`config.mk`:
```
export PLATFORM = sky130hd
export DESIGN_NAME = dmx_frame_sequencer
export DESIGN_NICKNAME = d
export VERILOG_FILES = /design/src/rtl/dmx_frame_sequencer.sv
export SDC_FILE = /design/constraint.sdc
export NUM_CORES = 1
export LEC_CHECK = 0
export CORE_AREA = 2 2 73 75
export DETAILED_ROUTE_END_ITERATION = 12
export DIE_AREA = 0 0 75 77
export PLACE_DENSITY = 0.76
export SYNTH_ARGS = -nofsm -noshare
export SYNTH_HDL_FRONTEND = slang
export SYNTH_SLANG_ARGS = --single-unit
```
`constraint.sdc`:
```
create_clock -name int_osc -period 2.1 [get_ports int_osc]
set_input_delay 0.42 -clock int_osc [delete_from_list [all_inputs] [get_ports int_osc]]
set_output_delay 0.42 -clock int_osc [all_outputs]
set_load 0.1 [all_outputs]
```
`src/rtl/dmx_frame_sequencer.sv`:
```
// DMX512 frame generator: break, mark-after-break, start code, then NUM_CH channel bytes from RAM.
// tx is registered; each slot byte is prefetched during the previous slot's stop bits; start is ignored while busy.
module dmx_frame_sequencer #(
    parameter int NUM_CH     = 512,
    parameter int BREAK_BITS = 23,
    parameter int MAB_BITS   = 3
) (
    input  logic       int_osc,
    input  logic       reset,
    input  logic       bit_en,
    input  logic       start,
    input  logic [7:0] ram_rd_data,
    output logic [8:0] ram_addr,
    output logic       ram_rd,
    output logic       tx,
    output logic       busy,
    output logic       frame_done
);

    typedef enum logic [2:0] {
        IDLE,
        ARMED,
        BREAK,
        MAB,
        START_BIT,
        DATA,
        STOP
    } state_t;

    localparam logic [4:0] BRK_LAST  = 5'(BREAK_BITS - 1);
    localparam logic [4:0] MAB_LAST  = 5'(MAB_BITS - 1);
    localparam logic [9:0] LAST_SLOT = 10'(NUM_CH);

    state_t     state_q;
    logic [9:0] slot_q;
    logic [4:0] bit_q;
    logic [7:0] hold_q;
    logic [7:0] shift_q;
    logic [8:0] addr_q;
    logic       tx_q;
    logic       busy_q;
    logic       done_q;
    logic       rd_q;

    always_ff @(posedge int_osc or posedge reset) begin
        if (reset) begin
            state_q <= IDLE;
            slot_q  <= '0;
            bit_q   <= '0;
            hold_q  <= '0;
            shift_q <= '0;
            addr_q  <= '0;
            tx_q    <= 1'b1;
            busy_q  <= 1'b0;
            done_q  <= 1'b0;
            rd_q    <= 1'b0;
        end else begin
            done_q <= 1'b0;
            rd_q   <= 1'b0;
            // RAM returns data the clock after the strobe
            if (rd_q) begin
                hold_q <= ram_rd_data;
            end
            case (state_q)
                IDLE: begin
                    if (start) begin
                        state_q <= ARMED;
                        busy_q  <= 1'b1;
                    end
                end
                ARMED: begin
                    if (bit_en) begin
                        state_q <= BREAK;
                        tx_q    <= 1'b0;
                        bit_q   <= '0;
                    end
                end
                BREAK: begin
                    if (bit_en) begin
                        if (bit_q == BRK_LAST) begin
                            state_q <= MAB;
                            tx_q    <= 1'b1;
                            bit_q   <= '0;
                        end else begin
                            bit_q <= bit_q + 5'd1;
                        end
                    end
                end
                MAB: begin
                    if (bit_en) begin
                        if (bit_q == MAB_LAST) begin
                            state_q <= START_BIT;
                            tx_q    <= 1'b0;
                            bit_q   <= '0;
                            shift_q <= 8'h00;
                        end else begin
                            bit_q <= bit_q + 5'd1;
                        end
                    end
                end
                START_BIT: begin
                    if (bit_en) begin
                        state_q <= DATA;
                        tx_q    <= shift_q[0];
                        shift_q <= {1'b0, shift_q[7:1]};
                        bit_q   <= '0;
                    end
                end
                DATA: begin
                    if (bit_en) begin
                        if (bit_q == 5'd7) begin
                            state_q <= STOP;
                            tx_q    <= 1'b1;
                            bit_q   <= '0;
                            // slot s carries channel s-1, so fetch channel s for the next slot
                            if (slot_q != LAST_SLOT) begin
                                rd_q   <= 1'b1;
                                addr_q <= slot_q[8:0];
                            end
                        end else begin
                            tx_q    <= shift_q[0];
                            shift_q <= {1'b0, shift_q[7:1]};
                            bit_q   <= bit_q + 5'd1;
                        end
                    end
                end
                STOP: begin
                    if (bit_en) begin
                        if (bit_q == 5'd0) begin
                            bit_q <= 5'd1;
                        end else if (slot_q == LAST_SLOT) begin
                            state_q <= IDLE;
                            busy_q  <= 1'b0;
                            done_q  <= 1'b1;
                            slot_q  <= '0;
                            bit_q   <= '0;
                        end else begin
                            state_q <= START_BIT;
                            tx_q    <= 1'b0;
                            slot_q  <= slot_q + 10'd1;
                            bit_q   <= '0;
                            shift_q <= hold_q;
                        end
                    end
                end
                default: begin
                    state_q <= IDLE;
                    tx_q    <= 1'b1;
                    busy_q  <= 1'b0;
                end
            endcase
        end
    end

    assign tx         = tx_q;
    assign busy       = busy_q;
    assign frame_done = done_q;
    assign ram_rd     = rd_q;
    assign ram_addr   = addr_q;

endmodule
```
==> impl_table.tex <==
\begin{tabular}{lr}
\hline
Metric & Value \\
\hline
\multicolumn{2}{l}{\textbf{Status}} \\
\quad Outcome & finished with violations \\
\quad Violated checks & negative setup slack \\
\multicolumn{2}{l}{\textbf{Floorplan}} \\
\quad Vertical die dimension & roughly 77 µm \\
\quad I/O pin total & 25 \\
\quad Chip width & 75 µm \\
\quad Die outline area & 5775 µm² \\
\quad Core outline area & between 4000 and 5000 µm² \\
\quad Initial cell density of the core & 49.12\% \\
\quad Num rows & 26 \\
\multicolumn{2}{l}{\textbf{Setup path}} \\
\quad Worst setup slack for register-to-register paths & -0.11 ns \\
\quad Critical register-to-register path endpoint & ram\_addr[7] \\
\quad Timing startpoint of the critical path & slot\_q[1] \\
\quad Crit path DAT & $\sim$2.4 ns \\
\quad Crit. End Element & flop \\
\quad Element type at the critical path start & flop \\
\quad Crit Reg-Reg Startpoint & slot\_q[1] \\
\quad Maximum fanout along the worst path & 8 \\
\quad Worst setup path endpoint & ram\_addr[7] \\
\quad Crit Path Class & flop to flop \\
\quad Required time of the critical path & roughly 2.3 ns \\
\quad Worst reg-to-reg path cell count & 7 \\
\multicolumn{2}{l}{\textbf{Place}} \\
\quad GPL Wtd Cong & 0.8323 \\
\quad Worst slack at placement & -0.1484 ns \\
\quad HPWL after detailed placement & 3666 µm \\
\quad Count of port buffers added during placement & 24 \\
\multicolumn{2}{l}{\textbf{Synthesis}} \\
\quad Total of flip-flops plus latches after synthesis & 47 \\
\quad Post-synth cell types & 55 \\
\quad Part of the Yosys area used for sequential elements & about half \\
\quad Post-synthesis async set-or-reset flop share & 100.0\% \\
\quad Count of flip-flops with a built-in enable after synthesis & 0 \\
\quad Number of standard cells after synthesis & 226 \\
\quad Synthesis warning total & 0 \\
\quad Summed instance area of the synthesized netlist & 2445 µm² \\
\quad Most frequently used flop master after synthesis & sky130\_fd\_sc\_hd\_\_dfrtp\_1 \\
\quad Average cell area after synthesis & approximately 11 µm² \\
\quad Mapped Nets & 243 \\
\multicolumn{2}{l}{\textbf{Global route}} \\
\quad Number of global-route vias before repair & 1962 \\
\quad First-pass GRT wire length & between 9000 and 10000 µm \\
\quad Global-route congestion overflow total & 0 \\
\quad Overall routing resource usage & 20.94\% \\
\quad Antenna violations before repair & 0 \\
\quad Pin count of the biggest net entering global routing & 48 \\
\multicolumn{2}{l}{\textbf{Timing}} \\
\quad Setup slack after layout & -0.1077 ns \\
\quad Share of the cycle needed by the critical path after routing & 105.1\% \\
\quad Hold violation count in the final report & 0 \\
\quad Highest attainable clock frequency & around 450 MHz \\
\quad Number of setup violations in the final report & 17 \\
\quad Hold\_ws & 0.4394 ns \\
\quad Shortest clock period the worst path allows after layout & 2.208 ns \\
\quad Count of pins over their slew limit & 0 \\
\quad RSZ-0062 raised after global routing & yes \\
\quad Total negative slack & -1.298 ns \\
\quad Worst Max-Slew Pin Slew & 0.5462 ns \\
\quad Headroom to the max-slew limit & 63.25\% \\
\quad Final setup skew & 0.01223 ns \\
\multicolumn{2}{l}{\textbf{Worst hold path}} \\
\quad Type of the most critical hold path & input port to async pin \\
\multicolumn{2}{l}{\textbf{Finish}} \\
\quad Footprint of the flip-flops and latches & 1177 µm² \\
\quad Multi-input gate area in the final layout & 1325 µm² \\
\quad Fin nets & approximately 310 \\
\quad Most frequent cells in the layout & 59 x sky130\_fd\_sc\_hd\_\_buf\_4, 46 x sky130\_fd\_sc\_hd\_\_dfrtp\_1, 21 x sky130\_fd\_sc\_hd\_\_nand2\_1 \\
\quad Number of diodes & 0 \\
\quad Share of the core filled with cells in the final layout & roughly two thirds \\
\quad Share of final-layout standard cells stronger than drive strength 1 & just over 40\% \\
\quad Synth-to-Final Area Change & 38.43\% \\
\quad Most common cell after layout, fill and taps aside & sky130\_fd\_sc\_hd\_\_buf\_4 \\
\quad Filler instances & 360 \\
\multicolumn{2}{l}{\textbf{Route}} \\
\quad Routed vias & between 2000 and 2500 \\
\quad Final routed wire length divided by cell count & roughly 15 µm \\
\quad Iteration-0 DRC Markers & 175 \\
\quad Number of remaining DRC errors & 0 \\
\quad Routed vias/inst & 5.585 \\
\quad Wire length reported by the detailed router & about 5600 µm \\
\quad Drt pass-1 iters & 4 \\
\quad Post-DRT Antenna Nets & 0 \\
\multicolumn{2}{l}{\textbf{Power and ir drop}} \\
\quad LEAKAGE & 1.614 nW \\
\quad Power density of the placed cells & roughly 1100 nW/µm² \\
\quad Pwr Total & 3.690 mW \\
\quad Highest ir drop seen on vdd & 0.0006489 V \\
\multicolumn{2}{l}{\textbf{Clock tree}} \\
\quad Clock Tree Buf Depth & 2 \\
\quad Clock Pin Slew Worst Setup and Hold Paths & 0.10 ns \\
\quad Worst-Skew Late Latency & 0.31 ns \\
\quad Clock tree from TritonCTS & done \\
\quad Root buffer cell & sky130\_fd\_sc\_hd\_\_clkbuf\_8 \\
\quad H-tree level count & 2 \\
\quad Total CTS buffers & 5 \\
\quad Clk sinks & 47 \\
\multicolumn{2}{l}{\textbf{Run}} \\
\quad Max capacitance violation total & 0 \\
\hline
\end{tabular}
[critical path, cell delays in order, from the launching register on]
cell                      delay, ns
sky130_fd_sc_hd__dfrtp_1       0.42
sky130_fd_sc_hd__inv_2         0.10
sky130_fd_sc_hd__ha_4          0.13
sky130_fd_sc_hd__or4b_4        0.49
sky130_fd_sc_hd__or3_4         0.35
sky130_fd_sc_hd__nand4_1       0.15
sky130_fd_sc_hd__buf_12        0.16
sky130_fd_sc_hd__mux2_4        0.30
[routing by layer]
metal	track usage (%)	vias up	wire length, µm
met5	0	-	0
met4	7.321	0	104
met3	3.154	9	188
met2	34.12	36	2839
met1	28.05	1035	2461
li1	-	964	-
[what timing repair did]
action | CTS | global route
setup endpoints to repair | 19 | 26
resized for setup | 20 | 10
cloned | 0 | 0
setup buffers | 9 | 6
hold buffers | 0 | 0
pin swaps | 14 | 12
[logic make-up (layout without fill, tap and decap cells)]
kind of cell               after synthesis  in the layout  synth area share, %
xor gates and xnor gates                 6              6                2.149
muxes                                   25             25                11.41
and+or+nand+nor                         76             76                17.40
AOI/OAI and AO/OA                       45             45                13.92
buffers and inverters                   22             92                4.401
DFF                                     47             47                48.16
adders and majority gates                5              5                2.559
[final cells by class]
cell class / instances / share of cell area [%]
clock buffers: 5 / 2.033
well taps: 70 / 2.588
multi-input cells: 157 / 39.15
repair buffers: 76 / 19.89
inverters: 8 / 0.8872
clock inverters: 3 / 0.6654
flip-flops and latches: 47 / 34.79
[through the flow]
stage | cells | cell area (µm²)
after floorplan | 226 | 2472
after global placement | 344 | 3025
after detailed placement | 344 | 3025
after CTS | 361 | 3292
after global routing | 366 | 3385
final | 366 | 3385
[worst min path at each step]
| stage | endpoint |
|---|---|
| 2_1_floorplan | slot_q[9] |
| 3_3_place_gp | slot_q[9] |
| 3_5_place_dp | slot_q[9] |
| 4_1_cts | ram_rd |
| 5_1_grt | ram_addr[0] |
| 6_report | ram_rd |
[synthesized netlist by cell type, types with 2 or more instances]
master | n | area (µm²)
sky130_fd_sc_hd__a32o_1 | 5 | 50.05
sky130_fd_sc_hd__mux2_1 | 15 | 168.9
sky130_fd_sc_hd__clkbuf_1 | 8 | 30.03
sky130_fd_sc_hd__a31oi_1 | 2 | 12.51
sky130_fd_sc_hd__or3_1 | 2 | 12.51
sky130_fd_sc_hd__o22ai_1 | 2 | 12.51
sky130_fd_sc_hd__nor2b_1 | 3 | 18.77
sky130_fd_sc_hd__nand4_1 | 6 | 37.54
sky130_fd_sc_hd__nand2b_1 | 3 | 18.77
sky130_fd_sc_hd__nor3_1 | 3 | 15.01
sky130_fd_sc_hd__buf_6 | 3 | 33.78
sky130_fd_sc_hd__mux2i_1 | 2 | 20.02
sky130_fd_sc_hd__inv_1 | 6 | 22.52
sky130_fd_sc_hd__nor4_1 | 5 | 31.28
sky130_fd_sc_hd__or4b_1 | 2 | 20.02
sky130_fd_sc_hd__and3_1 | 3 | 18.77
sky130_fd_sc_hd__nand2_1 | 21 | 78.83
sky130_fd_sc_hd__a21oi_1 | 5 | 25.02
sky130_fd_sc_hd__o21ai_1 | 9 | 45.04
sky130_fd_sc_hd__nor2_1 | 11 | 41.29
sky130_fd_sc_hd__buf_2 | 2 | 10.01
sky130_fd_sc_hd__mux2_2 | 8 | 90.09
sky130_fd_sc_hd__a21o_1 | 2 | 15.01
sky130_fd_sc_hd__nand3_1 | 6 | 30.03
sky130_fd_sc_hd__xor2_1 | 2 | 17.52
sky130_fd_sc_hd__a211o_1 | 2 | 17.52
sky130_fd_sc_hd__nor4b_1 | 2 | 17.52
sky130_fd_sc_hd__xnor2_1 | 4 | 35.03
sky130_fd_sc_hd__ha_1 | 5 | 62.56
sky130_fd_sc_hd__dfrtp_1 | 46 | 1151
sky130_fd_sc_hd__o21ai_0 | 7 | 35.03
[power breakdown]
group          internal, mW  switching (mW)
Combinational         0.928           0.999
Clock                 0.239           0.326
Sequential             1.04           0.159
Total                  2.21            1.48
[registers in the layout, summed over array words and instances (netlist names)]
register / cells
bit_q: 5
busy: 1
frame_done: 1
hold_q: 8
ram_addr: 9
ram_rd: 1
shift_q: 8
slot_q: 10
state_q: 3
tx: 1
Power figures use the tool's default switching activity.
